==> src/rtl/pipe_ctrl_if.sv <==
// Request/response bundle between EX, bus arbiter, CLINT and the pipeline controller.
// With PIPE_CTRL_PERF_EN defined, it also carries the stall and redirect counters.
interface pipe_ctrl_if #(
   parameter int ADDR_W = 32
);
   logic              jump_flag_i;
   logic [ADDR_W-1:0] jump_addr_i;
   logic              ex_hold_i;
   logic              bus_hold_i;
   logic              int_req_i;
   logic [ADDR_W-1:0] int_addr_i;
   logic              int_done_i;
   logic [2:0]        hold_flag_o;
   logic              jump_flag_o;
   logic [ADDR_W-1:0] jump_addr_o;
   logic              busy_o;
`ifdef PIPE_CTRL_PERF_EN
   logic [31:0]       stall_cnt_o;
   logic [31:0]       redirect_cnt_o;

   modport master (
      output jump_flag_i, jump_addr_i, ex_hold_i, bus_hold_i, int_req_i, int_addr_i, int_done_i,
      input  hold_flag_o, jump_flag_o, jump_addr_o, busy_o, stall_cnt_o, redirect_cnt_o
   );
   modport slave (
      input  jump_flag_i, jump_addr_i, ex_hold_i, bus_hold_i, int_req_i, int_addr_i, int_done_i,
      output hold_flag_o, jump_flag_o, jump_addr_o, busy_o, stall_cnt_o, redirect_cnt_o
   );
`else
   modport master (
      output jump_flag_i, jump_addr_i, ex_hold_i, bus_hold_i, int_req_i, int_addr_i, int_done_i,
      input  hold_flag_o, jump_flag_o, jump_addr_o, busy_o
   );
   modport slave (
      input  jump_flag_i, jump_addr_i, ex_hold_i, bus_hold_i, int_req_i, int_addr_i, int_done_i,
      output hold_flag_o, jump_flag_o, jump_addr_o, busy_o
   );
`endif
endinterface

==> src/rtl/pipe_ctrl.sv <==
// Pipeline controller: merges stall/redirect sources into one hold level and one PC redirect.
// Optional PIPE_CTRL_PERF_EN adds saturating stall and redirect counters.
module pipe_ctrl #(
   parameter int FLUSH_CYCLES = 2,
   parameter int ADDR_W       = 32
) (
   input logic        clk_i,
   input logic        rst_n_i,
   pipe_ctrl_if.slave bus
);
   localparam logic [2:0] HOLD_NONE  = 3'd0;
   localparam logic [2:0] HOLD_PC    = 3'd1;
   localparam logic [2:0] HOLD_ID    = 3'd3;
   localparam logic [2:0] FLUSH_INIT = 3'(FLUSH_CYCLES - 1);
   localparam bit         FLUSH_EN   = (FLUSH_CYCLES > 1);

   typedef enum logic [1:0] {S_RUN, S_FLUSH, S_INT} state_t;

   state_t            r_state, w_state_nxt;
   logic [2:0]        r_cnt, w_cnt_nxt;
   logic [2:0]        w_fsm_hold, w_hold;
   logic              w_jump;
   logic [ADDR_W-1:0] w_addr;

   always_ff @(posedge clk_i or negedge rst_n_i) begin
      if (!rst_n_i) begin
         r_state <= S_RUN;
         r_cnt   <= 3'd0;
      end else begin
         r_state <= w_state_nxt;
         r_cnt   <= w_cnt_nxt;
      end
   end

   always_comb begin
      w_state_nxt = r_state;
      w_cnt_nxt   = r_cnt;
      w_fsm_hold  = HOLD_NONE;
      w_jump      = 1'b0;
      w_addr      = '0;
      case (r_state)
         S_RUN: begin
            if (bus.int_req_i) begin
               w_jump      = 1'b1;
               w_addr      = bus.int_addr_i;
               w_fsm_hold  = HOLD_ID;
               w_state_nxt = S_INT;
               w_cnt_nxt   = 3'd0;
            end else if (bus.jump_flag_i) begin
               w_jump     = 1'b1;
               w_addr     = bus.jump_addr_i;
               w_fsm_hold = HOLD_ID;
               if (FLUSH_EN) begin
                  w_state_nxt = S_FLUSH;
                  w_cnt_nxt   = FLUSH_INIT;
               end
            end
         end
         S_FLUSH: begin
            // A jump here was fetched down the wrong path, so only interrupts may redirect.
            w_fsm_hold = HOLD_ID;
            if (bus.int_req_i) begin
               w_jump      = 1'b1;
               w_addr      = bus.int_addr_i;
               w_state_nxt = S_INT;
               w_cnt_nxt   = 3'd0;
            end else begin
               w_cnt_nxt = r_cnt - 3'd1;
               if (r_cnt <= 3'd1) begin
                  w_state_nxt = S_RUN;
                  w_cnt_nxt   = 3'd0;
               end
            end
         end
         S_INT: begin
            w_fsm_hold = HOLD_ID;
            if (bus.int_done_i) begin
               if (FLUSH_EN) begin
                  w_state_nxt = S_FLUSH;
                  w_cnt_nxt   = FLUSH_INIT;
               end else begin
                  w_state_nxt = S_RUN;
               end
            end
         end
         default: begin
            w_state_nxt = S_RUN;
            w_cnt_nxt   = 3'd0;
         end
      endcase
   end

   // Hold levels are ordered by severity, so merging is a max.
   always_comb begin
      w_hold = w_fsm_hold;
      if (bus.bus_hold_i && (HOLD_PC > w_hold)) w_hold = HOLD_PC;
      if (bus.ex_hold_i) w_hold = HOLD_ID;
   end

   assign bus.hold_flag_o = rst_n_i ? w_hold : HOLD_ID;
   assign bus.jump_flag_o = rst_n_i & w_jump;
   assign bus.jump_addr_o = rst_n_i ? w_addr : '0;
   assign bus.busy_o      = rst_n_i & (r_state != S_RUN);

`ifdef PIPE_CTRL_PERF_EN
   logic [31:0] r_stall_cnt, r_redir_cnt;

   always_ff @(posedge clk_i or negedge rst_n_i) begin
      if (!rst_n_i) begin
         r_stall_cnt <= '0;
         r_redir_cnt <= '0;
      end else begin
         if ((w_hold != HOLD_NONE) && (r_stall_cnt != '1)) r_stall_cnt <= r_stall_cnt + 32'd1;
         if (w_jump && (r_redir_cnt != '1)) r_redir_cnt <= r_redir_cnt + 32'd1;
      end
   end

   assign bus.stall_cnt_o    = r_stall_cnt;
   assign bus.redirect_cnt_o = r_redir_cnt;
`endif
endmodule

==> src/flat_wrapper.sv <==
// flat-port wrapper written by rule: the top's interface ports become plain ports
module pipe_ctrl_flat 
#(
   parameter int FLUSH_CYCLES = 2,
   parameter int ADDR_W       = 32
)
  (clk_i, rst_n_i, bus_jump_flag_i, bus_jump_addr_i, bus_ex_hold_i, bus_bus_hold_i, bus_int_req_i, bus_int_addr_i, bus_int_done_i, bus_hold_flag_o, bus_jump_flag_o, bus_jump_addr_o, bus_busy_o);
  pipe_ctrl_if #(.ADDR_W(ADDR_W)) bus_i ();
  input logic clk_i;
  input logic rst_n_i;
  input wire logic [$bits(bus_i.jump_flag_i)-1:0] bus_jump_flag_i;
  input wire logic [$bits(bus_i.jump_addr_i)-1:0] bus_jump_addr_i;
  input wire logic [$bits(bus_i.ex_hold_i)-1:0] bus_ex_hold_i;
  input wire logic [$bits(bus_i.bus_hold_i)-1:0] bus_bus_hold_i;
  input wire logic [$bits(bus_i.int_req_i)-1:0] bus_int_req_i;
  input wire logic [$bits(bus_i.int_addr_i)-1:0] bus_int_addr_i;
  input wire logic [$bits(bus_i.int_done_i)-1:0] bus_int_done_i;
  output wire logic [$bits(bus_i.hold_flag_o)-1:0] bus_hold_flag_o;
  output wire logic [$bits(bus_i.jump_flag_o)-1:0] bus_jump_flag_o;
  output wire logic [$bits(bus_i.jump_addr_o)-1:0] bus_jump_addr_o;
  output wire logic [$bits(bus_i.busy_o)-1:0] bus_busy_o;
  assign bus_i.jump_flag_i = bus_jump_flag_i;
  assign bus_i.jump_addr_i = bus_jump_addr_i;
  assign bus_i.ex_hold_i = bus_ex_hold_i;
  assign bus_i.bus_hold_i = bus_bus_hold_i;
  assign bus_i.int_req_i = bus_int_req_i;
  assign bus_i.int_addr_i = bus_int_addr_i;
  assign bus_i.int_done_i = bus_int_done_i;
  assign bus_hold_flag_o = bus_i.hold_flag_o;
  assign bus_jump_flag_o = bus_i.jump_flag_o;
  assign bus_jump_addr_o = bus_i.jump_addr_o;
  assign bus_busy_o = bus_i.busy_o;
  pipe_ctrl #(.FLUSH_CYCLES(FLUSH_CYCLES), .ADDR_W(ADDR_W)) u_core (.clk_i(clk_i), .rst_n_i(rst_n_i), .bus(bus_i));
endmodule
==> config.mk <==
export PLATFORM = sky130hd
export DESIGN_NAME = pipe_ctrl_flat
export DESIGN_NICKNAME = d
export VERILOG_FILES = /design/src/rtl/pipe_ctrl_if.sv /design/src/rtl/pipe_ctrl.sv /design/src/flat_wrapper.sv
export SDC_FILE = /design/constraint.sdc
export NUM_CORES = 1
export LEC_CHECK = 0
export CAP_MARGIN = 30
export CORE_ASPECT_RATIO = 2
export CORE_UTILIZATION = 28
export CTS_CLUSTER_DIAMETER = 50
export DETAILED_ROUTE_END_ITERATION = 6
export GPL_TIMING_DRIVEN = 1
export MAX_ROUTING_LAYER = met4
export PLACE_DENSITY = 0.82
export SLEW_MARGIN = 0
export SYNTH_ARGS = -nofsm -noshare
export SYNTH_HDL_FRONTEND = slang
export SYNTH_SLANG_ARGS = --single-unit
==> constraint.sdc <==
create_clock -name clk_i -period 2.2 [get_ports clk_i]
set_input_delay 0.44 -clock clk_i [delete_from_list [all_inputs] [get_ports clk_i]]
set_output_delay 0.44 -clock clk_i [all_outputs]
set_load 0.1 [all_outputs]
* Word level (Yosys, flattened, before mapping) *
Index checks and enable logic that the tools add are counted.

storage, ports and cells
  logic and storage cells = 45
  bits in writable memories = 0
  memories kept = 0
  bits of input ports = 71
  latch bits = 0
  ROM bits = 0
  bits in registers = 5

cells by class
  divide/modulo/power cells = 0
  bitwise gates (word level) = 2
  $mul = 0
  order comparisons = 2
  $add $sub $neg = 1
  reduce and logical (&&, ||, !) cells = 6
  mux-type cells = 27
  shift operators = 0
  equal/unequal tests = 5

operators with widths
  cell                 number
  $mux 32              4
  $pmux 32 s2          1
  $mux 3               9
  $mux 2               6
  $pmux 3 s3           1
  $pmux 2 s3           1
  $pmux 3 s2           1
  $gt 1x3->1 const A   1
  $le 3x1->1 const B   1
  $mux 1               3
  $ne 3x2->1 const B   1
  $ne 3x3->1 const B   1
  $reduce_and 3->1     1
  $sub 3x1->3 const B  1
  $and 1x1->1          2
  $eq 2x1->1 const B   1
  $eq 2x2->1 const B   1
  $logic_not 2->1      1
  $ne 2x2->1 const B   1
  $pmux 1 s2           1
  $reduce_and 2->1     1
  $reduce_bool 2->1    1
  $reduce_or 2->1      1
  $logic_and 1x1->1    1

* Longest topological paths before layout *
  word-level depth = 8
  depth in mapped cells = 7
  mapped depth without buffers = 6

* Worst setup path after synthesis *
Ideal clock, no wire load.

  kind = register to output
  from = register u_core.r_state[0]
  to = output port bus_jump_addr_o[10]
  setup slack = -849 ps
  required time = 1760 ps
  path buffers = 2
  arrival = 2609 ps
  stages on the path, launching flop included = 8
  path through = dfrtp_1 inv_1 ha_1 o21a_1 buf_2 buf_2 a22oi_1 nor2b_1

between the ends
  longest elaborated chain between the ends = 3
  elaborated cells between the ends (all ways) = 4
  those cells by class = 1 x eq/ne; 2 x mux; 1 x reduce/logical

RTL lines
  element                                        RTL line            source
  start, declared                                pipe_ctrl.sv:19     state_t r_state, w_state_nxt;
  start signal, assigned                         pipe_ctrl.sv:30     r_state <= w_state_nxt;
  $eq 2x1->1 or $logic_not 2->1 (tied branches)  pipe_ctrl.sv:41     case (r_state)
  $pmux 32 s2 *                                  pipe_ctrl.sv:41
  $mux 32 *                                      pipe_ctrl.sv:102    assign bus.jump_addr_o = rst_n_i ? w_addr : '0;
  end, declared                                  flat_wrapper.sv:20  output wire logic [$bits(bus_i.jump_addr_o)-1:0] bus_jump_addr_o;

Every way passes the cells marked *; elsewhere a longest branch is shown, timed or not.

* Worst setup path after layout *
  from = register u_core.r_state[0]
  to = output port bus_hold_flag_o[0]

between the ends
  longest elaborated chain between the ends = 8
  elaborated cells between the ends (all ways) = 10
  those cells by class = 1 x order compare; 2 x eq/ne; 4 x mux; 3 x reduce/logical

RTL lines
  element                                   RTL line            source
  $eq 2x1->1 or $eq 2x2->1 (tied branches)  pipe_ctrl.sv:41
  $reduce_or 2->1 (no source line)          n/a
  $pmux 3 s2 *                              pipe_ctrl.sv:41
  $gt 1x3->1                                pipe_ctrl.sv:96     if (bus.bus_hold_i && (HOLD_PC > w_hold)) w_hold = HOLD_PC;
  $logic_and 1x1->1                         pipe_ctrl.sv:96
  $mux 3 *                                  pipe_ctrl.sv:96
  $mux 3 *                                  pipe_ctrl.sv:97     if (bus.ex_hold_i) w_hold = HOLD_ID;
  $mux 3 *                                  pipe_ctrl.sv:100    assign bus.hold_flag_o = rst_n_i ? w_hold : HOLD_ID;
  end, declared                             flat_wrapper.sv:18  output wire logic [$bits(bus_i.hold_flag_o)-1:0] bus_hold_flag_o;

Marks and branches as above.

==> results.txt <==
The flow ran to the end, but the final reports show violations. The checks that failed: negative setup slack. In this run the most critical hold path is launched from u_core.r_cnt[0]$_DFFE_PN0P_. The capturing point of the worst reg2reg path is u_core.r_state[0]$_DFFE_PN0P_.

The leakage power is ~1.2 nW. The count of inserted antenna diode cells is 0. The count of nets after finishing is 320.

Power spread over the standard cell area amounts to 1040 nW/µm². The worst hold path endpoint is u_core.r_cnt[0]$_DFFE_PN0P_. The number of hold-repair buffers added at the cts stage is 0. The final routed DRC violation total is 0. The first global-routing pass estimated between 10000 and 15000 µm of wire. The count of cells along the worst register-to-register path is 9.

The initial antenna violation count came out at 0. The count of buffers inserted at the top-level ports came out at 106. The type of the most critical hold path is reg2reg.

The endpoint type of the worst setup path is an output port. The number of enable-type register cells in the synthesized netlist is 0. The chip width is approximately 43 µm.

Setup repair after global routing could not meet its margin everywhere. The post-synthesis area per instance is ~7.7 µm². The count of pins on the block boundary came out at about 110. The CTS H-tree depth is 1. The max-slew violation count came out at 0.

Across all register-to-register paths, the minimum setup slack is 0.09 ns. The number of buffers on the longest clock path is 2. The hold violation total from the final report is 0.

The endpoint arrival time on the critical path is 2.11 ns. Entering global routing, the biggest net connects 34 pins. The share of synthesized cell area in full adder, half adder and majority cells is 7.91%.

The largest total area in the synthesized netlist belongs to sky130_fd_sc_hd__a22oi_1. Final hold analysis gives a worst-case slack of roughly 0.6 ns. The overall routing resource usage is between 40 and 50%. By area, the combinational part of the netlist is dominated by compound AO/OA/AOI/OAI gates. The startpoint identified for the worst register-to-register timing path is u_core.r_state[0]$_DFFE_PN0P_.

The highest achievable clock rate is 0.392 GHz. The number of search-and-repair iterations in the first detailed-routing pass came out at 4. The worst path setup slack after routing came out at -0.353 ns.

The setup path with the least slack is of type reg2out. The number of DRC markers in iteration 0 is 96. In the synthesized netlist the dominant register cell turns out to be sky130_fd_sc_hd__dfrtp_1. The post-synth net total came out at about 200. The clock skew after layout is about 0.0034 ns. The sum of net half-perimeters after detailed placement is around 3800 µm. The weighted congestion at the end of routability-driven global placement is between 0.8 and 0.9. The clock-pin slew reported for the worst setup and hold paths after clock tree synthesis is 0.04 ns.

The cell sitting at the root of the clock tree is a sky130_fd_sc_hd__clkbuf_8. Global routing finished with a remaining overflow of 0. The core region is around 3200 µm². The post-route antenna net violation count came out at 0. The portion of netlist area occupied by mux cells came out at under 10%. Setup violations remaining at the end of the flow were counted as 34. The area enclosed by the die boundary came out at between 3000 and 4000 µm². The setup slack at placement came out at -0.167 ns. The maximum VDD drop is around 640 µV. The gate count after technology mapping came out at between 100 and 150.

The number of different library cells used by synthesis comes to 31. The portion of the post-synthesis area used by sequential elements came out at between 10% and 20%. TritonCTS built the clock tree.

The number of max-cap violations came out at 0. The floorplan has 29 rows. The yosys synthesis warning count came out at 0.

By area the synthesized netlist is led by sky130_fd_sc_hd__a22oi_1 25%, sky130_fd_sc_hd__nor2b_1 22%, sky130_fd_sc_hd__dfrtp_1 13%. The share of synthesized area in the top cell type comes to between 20% and 30%. The period utilization came out at 116%. The post-synthesis instance area is 950 µm². The synthesized-area fraction occupied by xor and xnor cells came out at 0%.

The total number of vias came out at between 1.5k and 2k. The final critical path time including I/O delays and setup is 2.55 ns. Of the cells placed in the final design, the portion with a size suffix greater than 1 is between 50% and 60%. Setup total negative slack on the finished layout was measured at -5.05 ns.

The average vias per placed instance is approximately 6.3. The effective utilization at floorplan came out at between 20 and 30%. The top fanout value on the critical path came out at 3. The worst setup path is launched from a register. Clock latency on the worst-skew pair, taken at its later pin, is approximately 0.23 ns. The worst endpoint required time came out at about 1.8 ns.

TritonCTS created 3 clock buffers. The y dimension of the die is roughly 84 µm. The async set or reset register ratio after synthesis is 100%. The routed wire length came out at 8690 µm.

The area fraction in and, or, nand and nor cells after synthesis came out at 31.0%. The number of cells on the worst hold path came out at 1. The relative area change from synthesis to final layout came out at 223%. The synthesized netlist devotes about 37% of its cell area to compound gates. The flip-flop and latch count after synthesis came out at 5.

The via count of the first global-routing pass was about 1.9k. The number of sinks handled by clock tree synthesis came out at 5. The detailed-route wire length per cell is ~32 µm.
## power by group
| part | switching [W] | internal [W] | leakage, nW |
|---|---|---|---|
| clock | 0.0000579 | 0.000126 | 0.0228 |
| sequential | 0.0000432 | 0.000122 | 0.0658 |
| combinational | 0.00172 | 0.00112 | 1.12 |
| total | 0.00182 | 0.00137 | 1.21 |
## per-stage QoR
stage | utilization [%] | instances | power, W | instance area (µm²)
5_1_grt | 96.0 | 273 | 0.00323 | 3060
3_5_place_dp | 84.3 | 258 | 0.00246 | 2690
3_3_place_gp | 84.3 | 258 | 0.00239 | 2690
2_1_floorplan | - | 124 | 0.00165 | 1210
6_report | 96.0 | 273 | 0.00319 | 3060
4_1_cts | 95.4 | 271 | 0.00291 | 3050
## flip-flops by register name, indices dropped and copies added, names as in the netlist
signal / cells
u_core.r_cnt: 3
u_core.r_state: 2
## metal layers
metal  vias up  part of all wire, %  track usage (%)
li1        681                    -                -
met1       840                   32             41.3
met2       158                   54             76.9
met3        41                  7.0             7.96
met4         0                  7.2             19.8
met5         -                    0                -
## worst max path at each step
stage	startpoint	to	slack (ns)	cells after the start
3_5_place_dp	bus_int_req_i	bus_jump_addr_o[4]	-0.17	7
6_report	u_core.r_state[0]$_DFFE_PN0P_	bus_hold_flag_o[0]	-0.35	8
3_3_place_gp	bus_int_req_i	bus_jump_addr_o[25]	-0.11	7
2_1_floorplan	u_core.r_state[1]$_DFFE_PN0P_	bus_hold_flag_o[0]	-0.54	6
4_1_cts	u_core.r_state[0]$_DFFE_PN0P_	bus_jump_addr_o[2]	-0.1	10
5_1_grt	u_core.r_state[0]$_DFFE_PN0P_	bus_hold_flag_o[0]	-0.36	8
## placed cells by master, fill, tap and decap left out, types with 2 or more instances in the layout
cell,netlist,routed
sky130_fd_sc_hd__ha_1,6,4
sky130_fd_sc_hd__o21ai_1,2,3
sky130_fd_sc_hd__clkbuf_8,0,3
sky130_fd_sc_hd__a22oi_2,0,32
sky130_fd_sc_hd__inv_2,0,2
sky130_fd_sc_hd__clkdlybuf4s50_1,0,68
sky130_fd_sc_hd__inv_1,7,5
sky130_fd_sc_hd__nand2b_1,2,2
sky130_fd_sc_hd__buf_4,4,11
sky130_fd_sc_hd__nor2b_4,0,32
sky130_fd_sc_hd__a21oi_1,3,3
sky130_fd_sc_hd__dfrtp_1,5,5
sky130_fd_sc_hd__buf_12,0,42
## critical path, stage by stage, from the launching register on
cell	delay [ns]
sky130_fd_sc_hd__dfrtp_1	0.44
sky130_fd_sc_hd__inv_2	0.09
sky130_fd_sc_hd__ha_4	0.19
sky130_fd_sc_hd__buf_4	0.15
sky130_fd_sc_hd__o21a_1	0.13
sky130_fd_sc_hd__o21ai_1	0.23
sky130_fd_sc_hd__nand3b_1	0.19
sky130_fd_sc_hd__or2_4	0.28
sky130_fd_sc_hd__buf_12	0.16
## layout make-up
cell class | count | area, µm²
clock buffer | 4 | 45.0
fill | 66 | 129
inverter | 7 | 26.3
multi-input combinational | 101 | 1170
sequential | 5 | 125
tap | 31 | 38.8
timing repair buffer | 125 | 1660
## repair_timing
item	CTS	global route
setup buffers	6	4
gates cloned	3	1
endpoints found under the setup margin	33	35
hold endpoints to repair	0	0
pin swaps	28	11
resized for setup	37	6
## cells in the mapped netlist (2+ instances only)
| cell | n |
|---|---|
| sky130_fd_sc_hd__a22oi_1 | 32 |
| sky130_fd_sc_hd__o21a_1 | 2 |
| sky130_fd_sc_hd__o21ai_0 | 2 |
| sky130_fd_sc_hd__a21oi_1 | 3 |
| sky130_fd_sc_hd__buf_4 | 4 |
| sky130_fd_sc_hd__o21ai_1 | 2 |
| sky130_fd_sc_hd__nor2b_1 | 34 |
| sky130_fd_sc_hd__clkbuf_1 | 3 |
| sky130_fd_sc_hd__dfrtp_1 | 5 |
| sky130_fd_sc_hd__buf_2 | 4 |
| sky130_fd_sc_hd__inv_1 | 7 |
| sky130_fd_sc_hd__ha_1 | 6 |
| sky130_fd_sc_hd__nand2b_1 | 2 |
## logic make-up (layout without fill, tap and decap cells)
family | after synthesis | in the layout
simple gates | 46 | 46
flops | 5 | 5
other cells | 1 | 1
buf+inv | 18 | 136
mux | 1 | 1
compound gates | 47 | 47
fa+ha+maj | 6 | 6
Note: power is estimated with default switching activity, not from simulation.
==> variant 1 (same flow settings) <==
Register the output `bus.hold_flag_o`, without a reset; this adds one clock of latency there.
--- a/src/rtl/pipe_ctrl.sv
+++ b/src/rtl/pipe_ctrl.sv
@@ -97,7 +97,9 @@
       if (bus.ex_hold_i) w_hold = HOLD_ID;
    end
 
-   assign bus.hold_flag_o = rst_n_i ? w_hold : HOLD_ID;
+   always_ff @(posedge clk_i) begin
+      bus.hold_flag_o <= rst_n_i ? w_hold : HOLD_ID;
+   end
    assign bus.jump_flag_o = rst_n_i & w_jump;
    assign bus.jump_addr_o = rst_n_i ? w_addr : '0;
    assign bus.busy_o      = rst_n_i & (r_state != S_RUN);
Behaviour: not the same (Yosys sat finds a counterexample within 4 cycles, from zero or initial values and one cycle with rst_n_i low).
==> variant 1 against the original RTL <==
- the flow finishes with violations (design-rule violations, negative setup slack)
- synthesized area grew 4.2%
- sequential power is 22% higher
- cell area is 1.5% higher
- count of clock-buffer cells in the layout did not move
- clock power grew 5%
- setup slack improved by 0.25 ns
- critical endpoint is now bus_jump_addr_o[9]
- critical path type unchanged
- sequential cell count increased by 2
- critical path depth grew 1
- total power shrank 2.6%
- clock skew increased by 0.00057 ns
- routed wire length down 30%
- core utilization fell by 3.9 points
- via count down 9.1%
==> variant 1: results <==
INSERT INTO impl_metrics (metric_group, metric, value, unit) VALUES
('place', 'place_ws', '-0.1847', 'ns'),
('global_route', 'global_route_wire_length_before_repair', '7.162', 'mm'),
('logic_synthesis', 'synth.mux.area_fraction', '1.011', '%'),
('sta', 'final_setup_violating_endpoints', '32', ''),
('final_layout', 'registers_with_the_most_flip_flops', 'u_core.r_cnt x3, u_core.bus.hold_flag_o x2, u_core.r_state x2', ''),
('run_status', 'failing_checks', 'design-rule violations, negative setup slack', ''),
('global_route', 'first_global_vias', '1554', ''),
('logic_synthesis', 'synthAdderAreaFrac', '7.585', '%'),
('global_route', 'grt.total_usage', '26.13', '%'),
('final_layout', 'finish.net_count', '322', ''),
('logic_synthesis', 'synth.distinct_cells', '32', ''),
('sta', 'post-route-worst-setup-slack', '-0.1059', 'ns'),
('route', 'drc', '3', ''),
('final_layout', 'final_cells', '276', ''),
('final_layout', 'n_fill_cell', '123', ''),
('final_layout', 'layout-drive-gt1-share', '56.15', '%'),
('run_status', 'result_of_the_run', 'finished with violations', ''),
('pwr', 'max-vdd-ir-drop', '0.6164', 'mV'),
('global_route', 'maximum_number_of_pins_on_one_net_before_global_route_repair', '41', ''),
('logic_synthesis', 'synthTopCellsByCount', '35 x sky130_fd_sc_hd__nor2b_1, 32 x sky130_fd_sc_hd__a22oi_1, 6 x sky130_fd_sc_hd__ha_1, 6 x sky130_fd_sc_hd__inv_1, 5 x sky130_fd_sc_hd__dfrtp_1', '');
## variant 1: what timing repair did
| item | 4_1_cts | 5_1_grt |
|---|---|---|
| pin swaps | 2 | 27 |
| setup buffers | 5 | 2 |
| endpoints found under the setup margin | 33 | 33 |
| resized for setup | 16 | 27 |
| cloned | 2 | 3 |
## variant 1: how the worst max path moves through the flow
stage                 startpoint                   to  slack [ns]  cells past startpoint
2_1_floorplan  u_core.r_state[0]  bus_jump_addr_o[10]      -0.005                      7
3_3_place_gp       bus_int_req_i  bus_jump_addr_o[28]       -0.16                      7
6_report       u_core.r_state[0]   bus_jump_addr_o[9]       -0.11                      9
5_1_grt        u_core.r_state[0]   bus_jump_addr_o[9]       -0.18                      9
3_5_place_dp       bus_int_req_i  bus_jump_addr_o[28]       -0.18                      7
4_1_cts        u_core.r_state[1]  bus_jump_addr_o[29]       -0.06                      7
## variant 1: cell type report
class / instances / area, um^2 / area share, %
multi-input cells: 101 / 1172 / 37.69
clock buffers: 4 / 45.04 / 1.448
flip-flops and latches: 7 / 165.2 / 5.310
inverters: 8 / 30.03 / 0.9654
well taps: 32 / 40.04 / 1.287
repair buffers: 124 / 1658 / 53.30
## variant 1: metrics by stage
stage / setup TNS [ns] / util (%)
6_report: -2.130 / 92.07
5_1_grt: -4.641 / 92.07
4_1_cts: -1.427 / 85.93
3_5_place_dp: -5.290 / 79.93
3_3_place_gp: -4.436 / 79.93
2_1_floorplan: -0.1274 / -
## variant 1: power by group through the flow
stage                     clock network (mW)  logic (mW)  registers, mW
after floorplan                            0        1.42          0.246
after global placement                     0        2.22          0.191
after detailed placement                   0        2.25          0.194
after CTS                              0.186        2.43          0.195
after global routing                   0.209        2.81          0.205
final                                  0.193        2.72          0.201
## variant 1: metal layers
metal  global-route usage [%]  up-vias  share of wire, %
li1                         -      686                 -
met1                    23.75      764                32
met2                    51.47       92                60
met3                    3.158       22               4.4
met4                    9.091        0               4.3
met5                        -        -                 0
## variant 1: critical path, stage by stage (launching register included)
cell and delay [ns]:
sky130_fd_sc_hd__dfrtp_1 0.42, sky130_fd_sc_hd__inv_2 0.12, sky130_fd_sc_hd__ha_4 0.18, sky130_fd_sc_hd__nand2b_4 0.07, sky130_fd_sc_hd__nor2_4 0.11, sky130_fd_sc_hd__buf_12 0.13
sky130_fd_sc_hd__clkbuf_16 0.16, sky130_fd_sc_hd__a22oi_2 0.10, sky130_fd_sc_hd__nor2b_4 0.15, sky130_fd_sc_hd__buf_12 0.18
## variant 1: cell families after synthesis
group	Yosys count
adder cells (fa/ha/maj)	6
AND/OR/NAND/NOR	46
flip-flops	7
AO/OA/AOI/OAI	47
buffers and inverters	19
multiplexers	1
other	1
==> variant 2 (same settings) <==
Made on the original files. `ADDR_W` is set to 32 in 3 places; all go to 16.
--- a/src/rtl/pipe_ctrl_if.sv
+++ b/src/rtl/pipe_ctrl_if.sv
@@ -1,7 +1,7 @@
 // Request/response bundle between EX, bus arbiter, CLINT and the pipeline controller.
 // With PIPE_CTRL_PERF_EN defined, it also carries the stall and redirect counters.
 interface pipe_ctrl_if #(
-   parameter int ADDR_W = 32
+   parameter int ADDR_W = 16
 );
    logic              jump_flag_i;
    logic [ADDR_W-1:0] jump_addr_i;
--- a/src/rtl/pipe_ctrl.sv
+++ b/src/rtl/pipe_ctrl.sv
@@ -2,7 +2,7 @@
 // Optional PIPE_CTRL_PERF_EN adds saturating stall and redirect counters.
 module pipe_ctrl #(
    parameter int FLUSH_CYCLES = 2,
-   parameter int ADDR_W       = 32
+   parameter int ADDR_W       = 16
 ) (
    input logic        clk_i,
    input logic        rst_n_i,
--- a/src/flat_wrapper.sv
+++ b/src/flat_wrapper.sv
@@ -2,7 +2,7 @@
 module pipe_ctrl_flat 
 #(
    parameter int FLUSH_CYCLES = 2,
-   parameter int ADDR_W       = 32
+   parameter int ADDR_W       = 16
 )
   (clk_i, rst_n_i, bus_jump_flag_i, bus_jump_addr_i, bus_ex_hold_i, bus_bus_hold_i, bus_int_req_i, bus_int_addr_i, bus_int_done_i, bus_hold_flag_o, bus_jump_flag_o, bus_jump_addr_o, bus_busy_o);
   pipe_ctrl_if #(.ADDR_W(ADDR_W)) bus_i ();
Interface: changed (resized bus_int_addr_i, bus_jump_addr_i and bus_jump_addr_o); port bits go from 108 to 60. No check against the original RTL was run, so the function may have changed too.
==> variant 2 against the original RTL <==
- the run still ends with negative setup slack left
- setup slack improved by 0.28 ns
- cell area decreased by 36%
- sequential cell count unchanged
- synthesized cell count decreased by 30%
- synthesized area decreased by 14%
- count of clock-buffer cells in the layout unchanged
- total power decreased by 32%
- routed wire length decreased by 64%
==> variant 2: results <==
INSERT INTO impl_metrics (metric_group, metric, value, unit) VALUES
('run_status', 'result_of_the_run', 'finished with violations', ''),
('run_status', 'failing_checks', 'negative setup slack', ''),
('global_route', 'maximum_number_of_pins_on_one_net_before_global_route_repair', '24', ''),
('final_layout', 'n_fill_cell', '191', ''),
('final_layout', 'finish.net_count', '208', ''),
('logic_synthesis', 'seq_area_frac_synth', '15.29', '%'),
('logic_synthesis', 'synthTopCellsByCount', '10 x sky130_fd_sc_hd__a22oi_2, 10 x sky130_fd_sc_hd__nor2b_2, 7 x sky130_fd_sc_hd__nor2b_1', ''),
('place', 'dp_hpwl', '2.169', 'mm'),
('pwr', 'leakage_power_summed_over_all_cells', '0.8104', 'nW'),
('pwr', 'max-vdd-ir-drop', '0.6249', 'mV'),
('sta', 'final_setup_violating_endpoints', '17', ''),
('place', 'globalplace.congestion', '0.8666', ''),
('sta', 'post-route-worst-setup-slack', '-0.07547', 'ns'),
('final_layout', 'layout-drive-gt1-share', '57.41', '%'),
('logic_synthesis', 'post_synthesis_net_count', '132', ''),
('route', 'avgRoutedWirePerCell', '16.28', 'um'),
('logic_synthesis', 'synth.area.top_cells', 'sky130_fd_sc_hd__a22oi_2 15%, sky130_fd_sc_hd__dfrtp_1 15%, sky130_fd_sc_hd__nor2b_2 11%', ''),
('route', 'vias', '975', ''),
('route', 'detail_route.iter0.violations', '14', ''),
('sta', 'clock-skew-final', '0.0009337', 'ns');
variant 2: layer usage:
| metal | up-vias | track usage [%] | part of all wire (%) |
|---|---|---|---|
| met3 | 0 | 6.215 | 12 |
| met5 | - | - | 0 |
| li1 | 460 | - | - |
| met2 | 56 | 35.32 | 56 |
| met4 | 0 | 5.000 | 0 |
| met1 | 459 | 20.56 | 32 |
variant 2: logic make-up (layout without fill, tap and decap cells):
logic type	Yosys count	after routing	share of synthesized area, %
DFF	5	5	15.29
buffers and inverters	12	86	10.24
and+or+nand+nor	32	33	29.05
AOI/OAI and AO/OA	31	31	35.78
other	1	1	0.4583
adders and majority gates	6	6	9.174
variant 2: what timing repair did:
item / CTS / global route
cloned: 2 / 0
endpoints found under the setup margin: 19 / 19
buffers inserted: 7 / 3
gates resized for setup: 11 / 7
pin swaps: 4 / 15
hold endpoints to repair: 0 / 0
variant 2: per-stage QoR:
| step | power [mW] | instances | hold WS (ns) | TNS, ns | setup WS, ns |
|---|---|---|---|---|---|
| global placement | 1.687 | 175 | 0.5172 | -1.789 | -0.1446 |
| global route | 2.276 | 191 | 0.5789 | -1.559 | -0.1265 |
| CTS | 2.099 | 188 | 0.5603 | -0.05384 | -0.05253 |
| finish | 2.167 | 191 | 0.5568 | -0.3734 | -0.07547 |
| floorplan | 1.238 | 87 | 0.1444 | 0 | 0.02061 |
| detailed placement | 1.734 | 175 | 0.5488 | -2.388 | -0.1876 |
variant 2: final timing paths:
check                           slack, ns            endpoint
worst max-delay path                -0.08  bus_hold_flag_o[0]
worst min-delay path                 0.56     u_core.r_cnt[1]
worst max register to register       0.49     u_core.r_cnt[2]
worst min register to register       0.56     u_core.r_cnt[1]
max in group asynchronous            1.39     u_core.r_cnt[1]
min in group asynchronous            0.60     u_core.r_cnt[0]
variant 2: final cells by class:
class	instances	area, um^2	area share [%]
timing repair buffer	76	949.7	48.31
multi-input combinational	71	787.0	40.04
sequential	5	125.1	6.365
clock buffer	4	45.04	2.292
tap	29	36.28	1.846
inverter	6	22.52	1.146
variant 2: power by group through the flow:
stage	combinational, mW	sequential [mW]	clock [mW]
floorplan	1.08	0.158	0
global placement	1.52	0.165	0
detailed placement	1.57	0.167	0
CTS	1.77	0.158	0.174
global route	1.93	0.167	0.183
finish	1.84	0.162	0.169
